==> src/rtl/vram_arb_pkg.sv <==
// Shared types and helpers for the VRAM memory-request arbiter.
//   arb_state_t : arbiter transaction state
//   WR_SIZE_*   : encodings of the 2-bit write size field
//   slice_lo    : low bit index of channel ch inside a packed per-channel bus
package vram_arb_pkg;

  typedef enum logic [1:0] {
    IDLE    = 2'd0,
    ISSUE   = 2'd1,
    WAIT_RD = 2'd2,
    WAIT_WR = 2'd3
  } arb_state_t;

  localparam logic [1:0] WR_SIZE_8  = 2'd0;
  localparam logic [1:0] WR_SIZE_16 = 2'd1;
  localparam logic [1:0] WR_SIZE_32 = 2'd2;

  function automatic int slice_lo(input int ch, input int width);
    return ch * width;
  endfunction

endpackage

==> src/rtl/rr_picker.sv <==
// Combinational round-robin picker.
//   req : request vector
//   ptr : channel with the highest priority this round
//   gnt : one-hot grant (zero when nothing requests)
//   idx : index of the granted channel
//   any : at least one request present
// Requests at or above ptr are preferred; if there are none, the lowest
// requester below ptr wins, which gives the cyclic wrap-around.
module rr_picker #(
  parameter int NUM_CH = 3,
  localparam int PTR_W = $clog2(NUM_CH)
) (
  input  logic [NUM_CH-1:0] req,
  input  logic [PTR_W-1:0]  ptr,
  output logic [NUM_CH-1:0] gnt,
  output logic [PTR_W-1:0]  idx,
  output logic              any
);

  logic [NUM_CH-1:0] upper;
  logic [NUM_CH-1:0] pool;
  logic              found;

  always_comb begin
    upper = '0;
    for (int i = 0; i < NUM_CH; i++) begin
      upper[i] = req[i] && (i >= int'(ptr));
    end
    pool  = (|upper) ? upper : req;
    gnt   = '0;
    idx   = '0;
    found = 1'b0;
    for (int i = 0; i < NUM_CH; i++) begin
      if (pool[i] && !found) begin
        found  = 1'b1;
        gnt[i] = 1'b1;
        idx    = PTR_W'(i);
      end
    end
  end

  assign any = |req;

endmodule

==> src/rtl/mem_req_arbiter.sv <==
// N-channel arbiter between VRAM clients and the single SDRAM controller.
//   clk, reset_n           : controller clock, async active-low reset
//   ch_req/ch_wr/ch_addr/
//   ch_wdata/ch_wr_size    : per-channel request (packed buses)
//   ch_ack                 : one-cycle accept pulse, same cycle as the grant
//   ch_rvalid/ch_rdata     : registered read-data return to the owning channel
//   refresh_req/refresh_ack: refresh handshake, refresh beats all channels
//   mc_read/mc_write/
//   mc_refresh             : one-cycle controller strobes
//   mc_addr/mc_din/
//   mc_wr_size             : registered transaction fields
//   mc_busy/mc_rvalid/
//   mc_dout                : controller status and read data
// One transaction is outstanding at a time.
module mem_req_arbiter
  import vram_arb_pkg::*;
#(
  parameter int NUM_CH    = 3,
  parameter int ADDR_W    = 23,
  parameter int DATA_W    = 32,
  parameter int FIXED_CH0 = 1
) (
  input  logic                     clk,
  input  logic                     reset_n,
  input  logic [NUM_CH-1:0]        ch_req,
  input  logic [NUM_CH-1:0]        ch_wr,
  input  logic [NUM_CH*ADDR_W-1:0] ch_addr,
  input  logic [NUM_CH*DATA_W-1:0] ch_wdata,
  input  logic [NUM_CH*2-1:0]      ch_wr_size,
  output logic [NUM_CH-1:0]        ch_ack,
  output logic [NUM_CH-1:0]        ch_rvalid,
  output logic [DATA_W-1:0]        ch_rdata,
  input  logic                     refresh_req,
  output logic                     refresh_ack,
  output logic                     mc_read,
  output logic                     mc_write,
  output logic                     mc_refresh,
  output logic [ADDR_W-1:0]        mc_addr,
  output logic [DATA_W-1:0]        mc_din,
  output logic [1:0]               mc_wr_size,
  input  logic                     mc_busy,
  input  logic                     mc_rvalid,
  input  logic [DATA_W-1:0]        mc_dout
);

  localparam int PTR_W = $clog2(NUM_CH);

  arb_state_t          state_q, state_d;
  logic [PTR_W-1:0]    ptr_q, ptr_d;
  logic [PTR_W-1:0]    owner_q, owner_d;
  logic                wr_q, wr_d;
  logic [ADDR_W-1:0]   addr_q, addr_d;
  logic [DATA_W-1:0]   din_q, din_d;
  logic [1:0]          size_q, size_d;
  logic [NUM_CH-1:0]   rvalid_q, rvalid_d;
  logic [DATA_W-1:0]   rdata_q, rdata_d;

  logic [NUM_CH-1:0]   pick_gnt;
  logic [PTR_W-1:0]    pick_idx;
  logic                pick_any;
  logic                fixed_win;
  logic [PTR_W-1:0]    win;
  logic [NUM_CH-1:0]   win_oh;

  rr_picker #(.NUM_CH(NUM_CH)) u_picker (
    .req (ch_req),
    .ptr (ptr_q),
    .gnt (pick_gnt),
    .idx (pick_idx),
    .any (pick_any)
  );

  // Display fetch on channel 0 bypasses the rotation entirely.
  assign fixed_win = (FIXED_CH0 != 0) && ch_req[0];
  assign win       = fixed_win ? '0 : pick_idx;
  assign win_oh    = fixed_win ? NUM_CH'(1) : pick_gnt;

  always_comb begin
    state_d     = state_q;
    ptr_d       = ptr_q;
    owner_d     = owner_q;
    wr_d        = wr_q;
    addr_d      = addr_q;
    din_d       = din_q;
    size_d      = size_q;
    rvalid_d    = '0;
    rdata_d     = rdata_q;
    ch_ack      = '0;
    refresh_ack = 1'b0;
    mc_refresh  = 1'b0;
    mc_read     = 1'b0;
    mc_write    = 1'b0;
    unique case (state_q)
      IDLE: begin
        // Acks and refresh are combinational; hold them off while in reset.
        if (reset_n && !mc_busy) begin
          if (refresh_req) begin
            mc_refresh  = 1'b1;
            refresh_ack = 1'b1;
            state_d     = WAIT_WR;
          end else if (pick_any) begin
            ch_ack  = win_oh;
            owner_d = win;
            wr_d    = ch_wr[win];
            addr_d  = ch_addr[slice_lo(int'(win), ADDR_W) +: ADDR_W];
            din_d   = ch_wdata[slice_lo(int'(win), DATA_W) +: DATA_W];
            size_d  = ch_wr_size[slice_lo(int'(win), 2) +: 2];
            if (!fixed_win) begin
              ptr_d = (pick_idx == PTR_W'(NUM_CH - 1)) ? '0 : pick_idx + PTR_W'(1);
            end
            state_d = ISSUE;
          end
        end
      end
      ISSUE: begin
        mc_read  = !wr_q;
        mc_write = wr_q;
        state_d  = wr_q ? WAIT_WR : WAIT_RD;
      end
      WAIT_RD: begin
        // Busy is irrelevant here; only returning data ends the read.
        if (mc_rvalid) begin
          rvalid_d[owner_q] = 1'b1;
          rdata_d           = mc_dout;
          state_d           = IDLE;
        end
      end
      WAIT_WR: begin
        if (!mc_busy) state_d = IDLE;
      end
      default: state_d = IDLE;
    endcase
  end

  // State and transaction registers
  always_ff @(posedge clk or negedge reset_n) begin
    if (!reset_n) begin
      state_q  <= IDLE;
      ptr_q    <= '0;
      owner_q  <= '0;
      wr_q     <= 1'b0;
      addr_q   <= '0;
      din_q    <= '0;
      size_q   <= '0;
      rvalid_q <= '0;
      rdata_q  <= '0;
    end else begin
      state_q  <= state_d;
      ptr_q    <= ptr_d;
      owner_q  <= owner_d;
      wr_q     <= wr_d;
      addr_q   <= addr_d;
      din_q    <= din_d;
      size_q   <= size_d;
      rvalid_q <= rvalid_d;
      rdata_q  <= rdata_d;
    end
  end

  assign ch_rvalid  = rvalid_q;
  assign ch_rdata   = rdata_q;
  assign mc_addr    = addr_q;
  assign mc_din     = din_q;
  assign mc_wr_size = size_q;

endmodule

==> config.mk <==
export PLATFORM = sky130hd
export DESIGN_NAME = mem_req_arbiter
export DESIGN_NICKNAME = d
export VERILOG_FILES = /design/src/rtl/vram_arb_pkg.sv /design/src/rtl/rr_picker.sv /design/src/rtl/mem_req_arbiter.sv
export SDC_FILE = /design/constraint.sdc
export NUM_CORES = 1
export LEC_CHECK = 0
export BUFFER_PORTS_ARGS = -buffer_cell sky130_fd_sc_hd__buf_2
export CORE_MARGIN = 2
export CORE_UTILIZATION = 31
export CTS_BUF_LIST = sky130_fd_sc_hd__clkbuf_4 sky130_fd_sc_hd__clkbuf_8 sky130_fd_sc_hd__clkbuf_16
export DETAILED_ROUTE_END_ITERATION = 7
export MAX_ROUTING_LAYER = met4
export PLACE_DENSITY = 0.7
export SLEW_MARGIN = 20
export SYNTH_ARGS = -nofsm -noshare
export SYNTH_HDL_FRONTEND = slang
export SYNTH_SLANG_ARGS = --single-unit
==> constraint.sdc <==
create_clock -name clk -period 3.3 [get_ports clk]
set_input_delay 0.33 -clock clk [delete_from_list [all_inputs] [get_ports clk]]
set_output_delay 0.33 -clock clk [all_outputs]
set_load 0.005 [all_outputs]
==> flow_summary.yaml, run 1 <==
power:
  p_seq_share_pct: 42.1
  finalPower_uw: 5040
  p_int_uw: 3390
  leakage_uw: 0.00331
  clkPwrFrac_pct: 22.6
  netSwitchingFraction_pct: 32.6
  worst_ir_drop_vdd_uv: 260
  power_per_cell_area_mw_per_mm2: 755
  p_sw_uw: 1640
  pwr-share-comb_pct: 35.3
setup_path:
  worst-path-max-fanout: 25
  crit_path_start_kind: "flop"
  regToRegSetupSlack_ns: 1.24
  crit_required_ns: 2.97
  reg2reg_from: "ptr_q[0]"
  crit_chain: "nor4b_4, nand3_2, buf_4, nor2_1, buf_2"
  cpPeakStageDelay_ns: 0.46
  r2r-end: "mc_din[10]"
  reg2regPathDepth: 5
  timing.critical_path.slowest_stage_cell: "dfrtp_1"
  setup.worst_path.class: "reg2out"
  cp_data_arrival_time_ns: 1.96
  critical_path.endpoint_type: "output port"
floorplan:
  num_rows: 44
  fp.coreArea_mm2: 0.0146
  die_w_um: 127
  floorplan.initialDensity_pct: 31.9
  pin_count: 313
  floorplan.die_area_mm2: 0.0161
  die_height_um: 127
clocking:
  cts_sinks: 99
  postCtsHoldBufs: 0
  cts_tree: "done"
  clk_path_buf_depth: 2
  insertion_delay_ns: 0.34
  ctsResizeCount: 0
  clock_buffer_count_from_cts: 9
  cts_setup_buffers: 0
  clockRootBuffer: "clkbuf_16"
  clk_pin_slew_ns: 0.07
  cts.htree.levels: 3
synth:
  ys_seq_elements: 99
  synth.lib_cells_used.distinct: 34
  compound_gate_fraction_of_synth_area_pct: 25.4
  synth_sequential_area_ratio_pct: 53.1
  asyncSetResetFlopFracSynth_pct: 100
  synth_fa_ha_area_share_pct: 0
  synth-simple-area-share_pct: 8.71
  synth-main-ff-cell: "dfrtp_1"
  syn_area_cell_um2: 10.4
  edff_count_synth: 0
  synthesis.nets: 662
  synth_top_family_by_area: "compound AO/OA/AOI/OAI gates"
  synth_cells: 448
  synth.yosys.warnings: 0
  synthXorXnorAreaFrac_pct: 0
  syn-cell-area_mm2: 0.00467
  synth_mux_area_share_pct: 7.96
sta:
  layout_min_cycle_time_ns: 2.29
  finalCritPeriodShare_pct: 69.4
  hold_violation_count_in_the_final_report: 0
  max_clock_freq_mhz: 437
  timing_worst_slew_pin_value_ns: 0.862
  grt_setup_unrepaired: "no"
  timing.setup.tns_ns: 0
  finalSetupViolations: 0
  timing.final.ws_setup_ns: 1.01
  number_of_pins_exceeding_their_max_slew_limit_in_the_final_report: 0
  clock_skew_ns: 0.00957
  slew-limit-headroom_pct: 42.3
layout:
  antenna_cells: 0
  filler_cell_count: 1422
  final-seq-area_mm2: 0.00248
  area_delta_synth_final_pct: 42.9
  layout-drive-gt1-share_pct: 51.5
  multi_input_comb_area_mm2: 0.00199
  finish.net_count: 953
placed_design:
  gp_congestion: 0.807
  port-buffer-count: 312
  detailedPlace.worstSlack_ns: 1.15
  dp_hpwl_um: 11200
global_routing:
  grt_max_degree: 59
  overflow: 0
  grtUsageTotal_pct: 19.2
  grt_pass1_wl_um: 23800
  grt_pass1_vias: 4652
  antenna_found_initial: 0
detailed_routing:
  totalWireLength_um: 15200
  via_per_inst: 5.11
  dr.pass1.iters: 4
  starting_drt_drc_count: 225
  wl_per_cell_um: 16.4
  route.vias.total: 4745
  post-route-drc-count: 0
  route.antenna.remaining_nets: 0
min_path:
  hp-class: "in2async"
run:
  maxCapViolCount: 0
run_status:
  status: "completed"
-- power groups by stage --
stage	clock network [µW]	logic [µW]	registers, µW
floorplan	0	817	2170
global placement	0	1780	2120
detailed placement	0	1810	2140
CTS	1180	1810	2120
global route	1220	1990	2200
finish	1140	1780	2120
-- through the flow --
| step | hold slack [ns] | cells | utilization [%] | instance area, µm² |
|---|---|---|---|---|
| CTS | 0.125 | 928 | 45.5 | 6670 |
| global placement | 0.458 | 912 | 43.4 | 6350 |
| detailed placement | 0.465 | 912 | 43.4 | 6350 |
| floorplan | 0.0344 | 448 | - | 4670 |
| global route | 0.166 | 928 | 45.5 | 6670 |
| finish | 0.115 | 928 | 45.5 | 6670 |
-- layer usage --
metal / routed length, µm / GRT usage [%]
met5: 0 / -
met4: 265 / 6.92
met3: 1170 / 3.46
met2: 7520 / 32.7
met1: 6230 / 22.9
-- worst max path at each step --
stage,startpoint,endpoint,slack (ns),depth (start not counted)
floorplan,state_q[0],refresh_ack,1.70,3
global placement,ch_req[1],mc_din[26],1.19,6
detailed placement,ch_req[1],mc_din[10],1.15,6
CTS,state_q[0],ch_ack[2],1.02,5
global route,state_q[0],ch_ack[2],0.88,5
finish,state_q[0],ch_ack[2],1.01,5
-- cells in the final DEF, fill, tap and decap left out, types with 3 or more instances in the layout --
cell,n
o21ai_1,22
a21oi_1,30
nor3b_1,3
o21ai_0,62
clkbuf_16,9
a221oi_1,42
nor2_1,20
inv_1,3
dfrtp_1,99
o221ai_1,16
buf_4,9
o21ai_2,4
buf_2,311
inv_6,3
nand2_1,48
mux2_2,33
-- cell families after synthesis --
group | Yosys count
compound gates | 185
buf+inv | 44
flops | 99
mux | 33
simple gates | 87
-- registers in the layout, summed over array words and instances, names as in the netlist --
name	cells
mc_wr_size	2
wr_q	1
mc_din	32
ptr_q	2
state_q	2
ch_rvalid	3
mc_addr	23
owner_q	2
ch_rdata	32
-- cell usage after synthesis (3+ instances only) --
library cell	instances	area (µm²)
nor3b_1	3	22.5
inv_1	3	11.3
clkbuf_1	18	67.6
o221ai_1	16	140
o21ai_2	4	35.0
a221oi_1	42	368
nand2_1	49	184
buf_2	18	90.1
nor2_1	20	75.1
mux2_2	33	372
o21ai_1	22	110
dfrtp_1	99	2480
a21oi_1	31	155
o21ai_0	62	310
-- cell type report --
type	instances	area share, %
Tap cell	184	3.45
Clock buffer	9	3.38
Multi-Input combinational cell	305	29.8
Inverter	3	0.169
Timing Repair Buffer	321	24.6
Clock inverter	7	1.44
Sequential cell	99	37.1
-- critical path: cells and delay by family, from the launching register on --
| kind | cells | cell delay (ns) |
|---|---|---|
| flip-flops | 1 | 0.46 |
| AND/OR/NAND/NOR | 3 | 0.75 |
| buffers and inverters | 2 | 0.40 |
No activity file was read; power rests on OpenSTA's default activity.
==> run 2, diff against run 1 <==
- PLACE_DENSITY: 0.7 -> 0.73
- clock period: 3.3 -> 2 ns (I/O delays scaled with it)
==> flow_summary.yaml, run 2 (synthesized netlist as in run 1, its figures left out) <==
detailed_routing:
  post-route-drc-count: 0
  route.vias.total: 4757
  via_per_inst: 5.06
  totalWireLength_um: 15300
  starting_drt_drc_count: 176
  wl_per_cell_um: 16.2
  route.antenna.remaining_nets: 0
  dr.pass1.iters: 4
sta:
  hold_violation_count_in_the_final_report: 0
  max_clock_freq_mhz: 526
  slew-limit-headroom_pct: 52.6
  timing.setup.tns_ns: 0
  holdWs_ns: 0.0893
  layout_min_cycle_time_ns: 1.90
  number_of_pins_exceeding_their_max_slew_limit_in_the_final_report: 0
  timing.final.ws_setup_ns: 0.0997
  finalCritPeriodShare_pct: 95.0
  clock_skew_ns: 0.00798
  grt_setup_unrepaired: "no"
  finalSetupViolations: 0
  timing_worst_slew_pin_value_ns: 0.710
global_routing:
  gr_util_met3_pct: 4.34
  antenna_found_initial: 3
  grt_max_degree: 59
  grt_pass1_vias: 4644
  overflow: 0
  grt_pass1_wl_um: 23700
  grtUsageTotal_pct: 19.2
  grtUsageMet1_pct: 21.8
  grt_busiest_layer: "met2"
  grtUsageMet2_pct: 34.1
layout:
  finish.net_count: 962
  filler_cell_count: 1386
  most_frequent_cells_in_the_layout: "buf_2 (311), dfrtp_1 (98), o21ai_0 (62), nand2_1 (48), a221oi_1 (42)"
  layout_commonest_cell: "buf_2"
  layout-drive-gt1-share_pct: 52.2
  area_delta_synth_final_pct: 45.8
floorplan:
  fp.coreArea_mm2: 0.0146
  floorplan.die_area_mm2: 0.0161
  die_w_um: 127
  floorplan.initialDensity_pct: 31.9
  die_height_um: 127
  num_rows: 44
  pin_count: 313
clocking:
  insertion_delay_ns: 0.34
  cts.htree.levels: 3
  clk_pin_slew_ns: 0.07
  cts_tree: "done"
  clk_path_buf_depth: 2
  clockRootBuffer: "clkbuf_16"
  cts_sinks: 99
  clock_buffer_count_from_cts: 9
min_path:
  hp-class: "in2reg"
power:
  power_per_cell_area_mw_per_mm2: 1230
  leakage_uw: 0.00337
  worst_ir_drop_vdd_uv: 454
setup_path:
  cp_data_arrival_time_ns: 1.70
  crit_path_start_kind: "input pin"
  cpPeakStageDelay_ns: 0.55
  setup.worst_path.class: "in2out"
  critical_path.endpoint_type: "output port"
  crit_required_ns: 1.80
  worst-path-max-fanout: 11
  timing.critical_path.slowest_stage_cell: "dlygate4sd3_1"
  crit_chain: "dlygate4sd3_1, buf_6, nor4b_4, nand3_2, buf_4, nor2_1, buf_2"
placed_design:
  detailedPlace.worstSlack_ns: 0.192
  gp_congestion: 0.826
  dp_hpwl_um: 11600
  port-buffer-count: 312
run_status:
  status: "completed"
run:
  maxCapViolCount: 0
[run 2: metrics by stage]
stage | utilization, % | instance area [µm²] | instances | power [µW]
3_3_place_gp | 43.9 | 6420 | 917 | 6430
4_1_cts | 46.3 | 6770 | 935 | 8510
6_report | 46.5 | 6800 | 940 | 8400
5_1_grt | 46.5 | 6800 | 940 | 9000
2_1_floorplan | - | 4670 | 448 | 4930
3_5_place_dp | 43.9 | 6420 | 917 | 6540
[run 2: area by class of cell]
cell class / count / area (µm²) / area share [%]
Clock buffer: 9 / 225 / 3.31
Timing Repair Buffer: 330 / 1760 / 25.8
Tap cell: 184 / 230 / 3.38
Inverter: 3 / 11.3 / 0.166
Multi-Input combinational cell: 305 / 1990 / 29.2
Antenna cell: 3 / 7.51 / 0.110
Clock inverter: 7 / 108 / 1.58
Sequential cell: 99 / 2480 / 36.4
[run 2: worst max-delay path: cells and delay by family]
family	cells	cell delay, ns
buffers and inverters	4	1.02
AND/OR/NAND/NOR	3	0.47
[run 2: timing repair]
action                     4_1_cts  5_1_grt
setup endpoints to repair        1        3
hold buffers                     1        0
hold endpoints to repair         5        0
buffers inserted                 1        2
pin swaps                        1        0
gates resized for setup          0        3
[run 2: worst paths after layout]
path / start / endpoint / slack [ns] / cells past startpoint
min: mc_dout[16] / ch_rdata[16] / 0.09 / 2
min in group asynchronous: reset_n / ptr_q[0] / 0.22 / 2
max: reset_n / ch_ack[2] / 0.1 / 7
max reg2reg: state_q[1] / mc_din[30] / 0.23 / 6
min reg2reg: mc_addr[21] / mc_addr[21] / 0.47 / 2
max in group asynchronous: reset_n / ch_rdata[0] / 0.90 / 3
[run 2: metal layers]
layer / share of wire (%) / up-vias / wire length [µm]
met3: 7.3 / 23 / 1120
met2: 51 / 226 / 7770
li1: - / 2280 / -
met1: 40 / 2228 / 6170
met4: 1.4 / 0 / 219
met5: 0 / - / 0
[run 2: where the power goes]
part | internal (µW) | total, µW | switching, µW
Combinational | 1570 | 2990 | 1420
Clock | 1120 | 1930 | 808
Sequential | 2970 | 3480 | 512
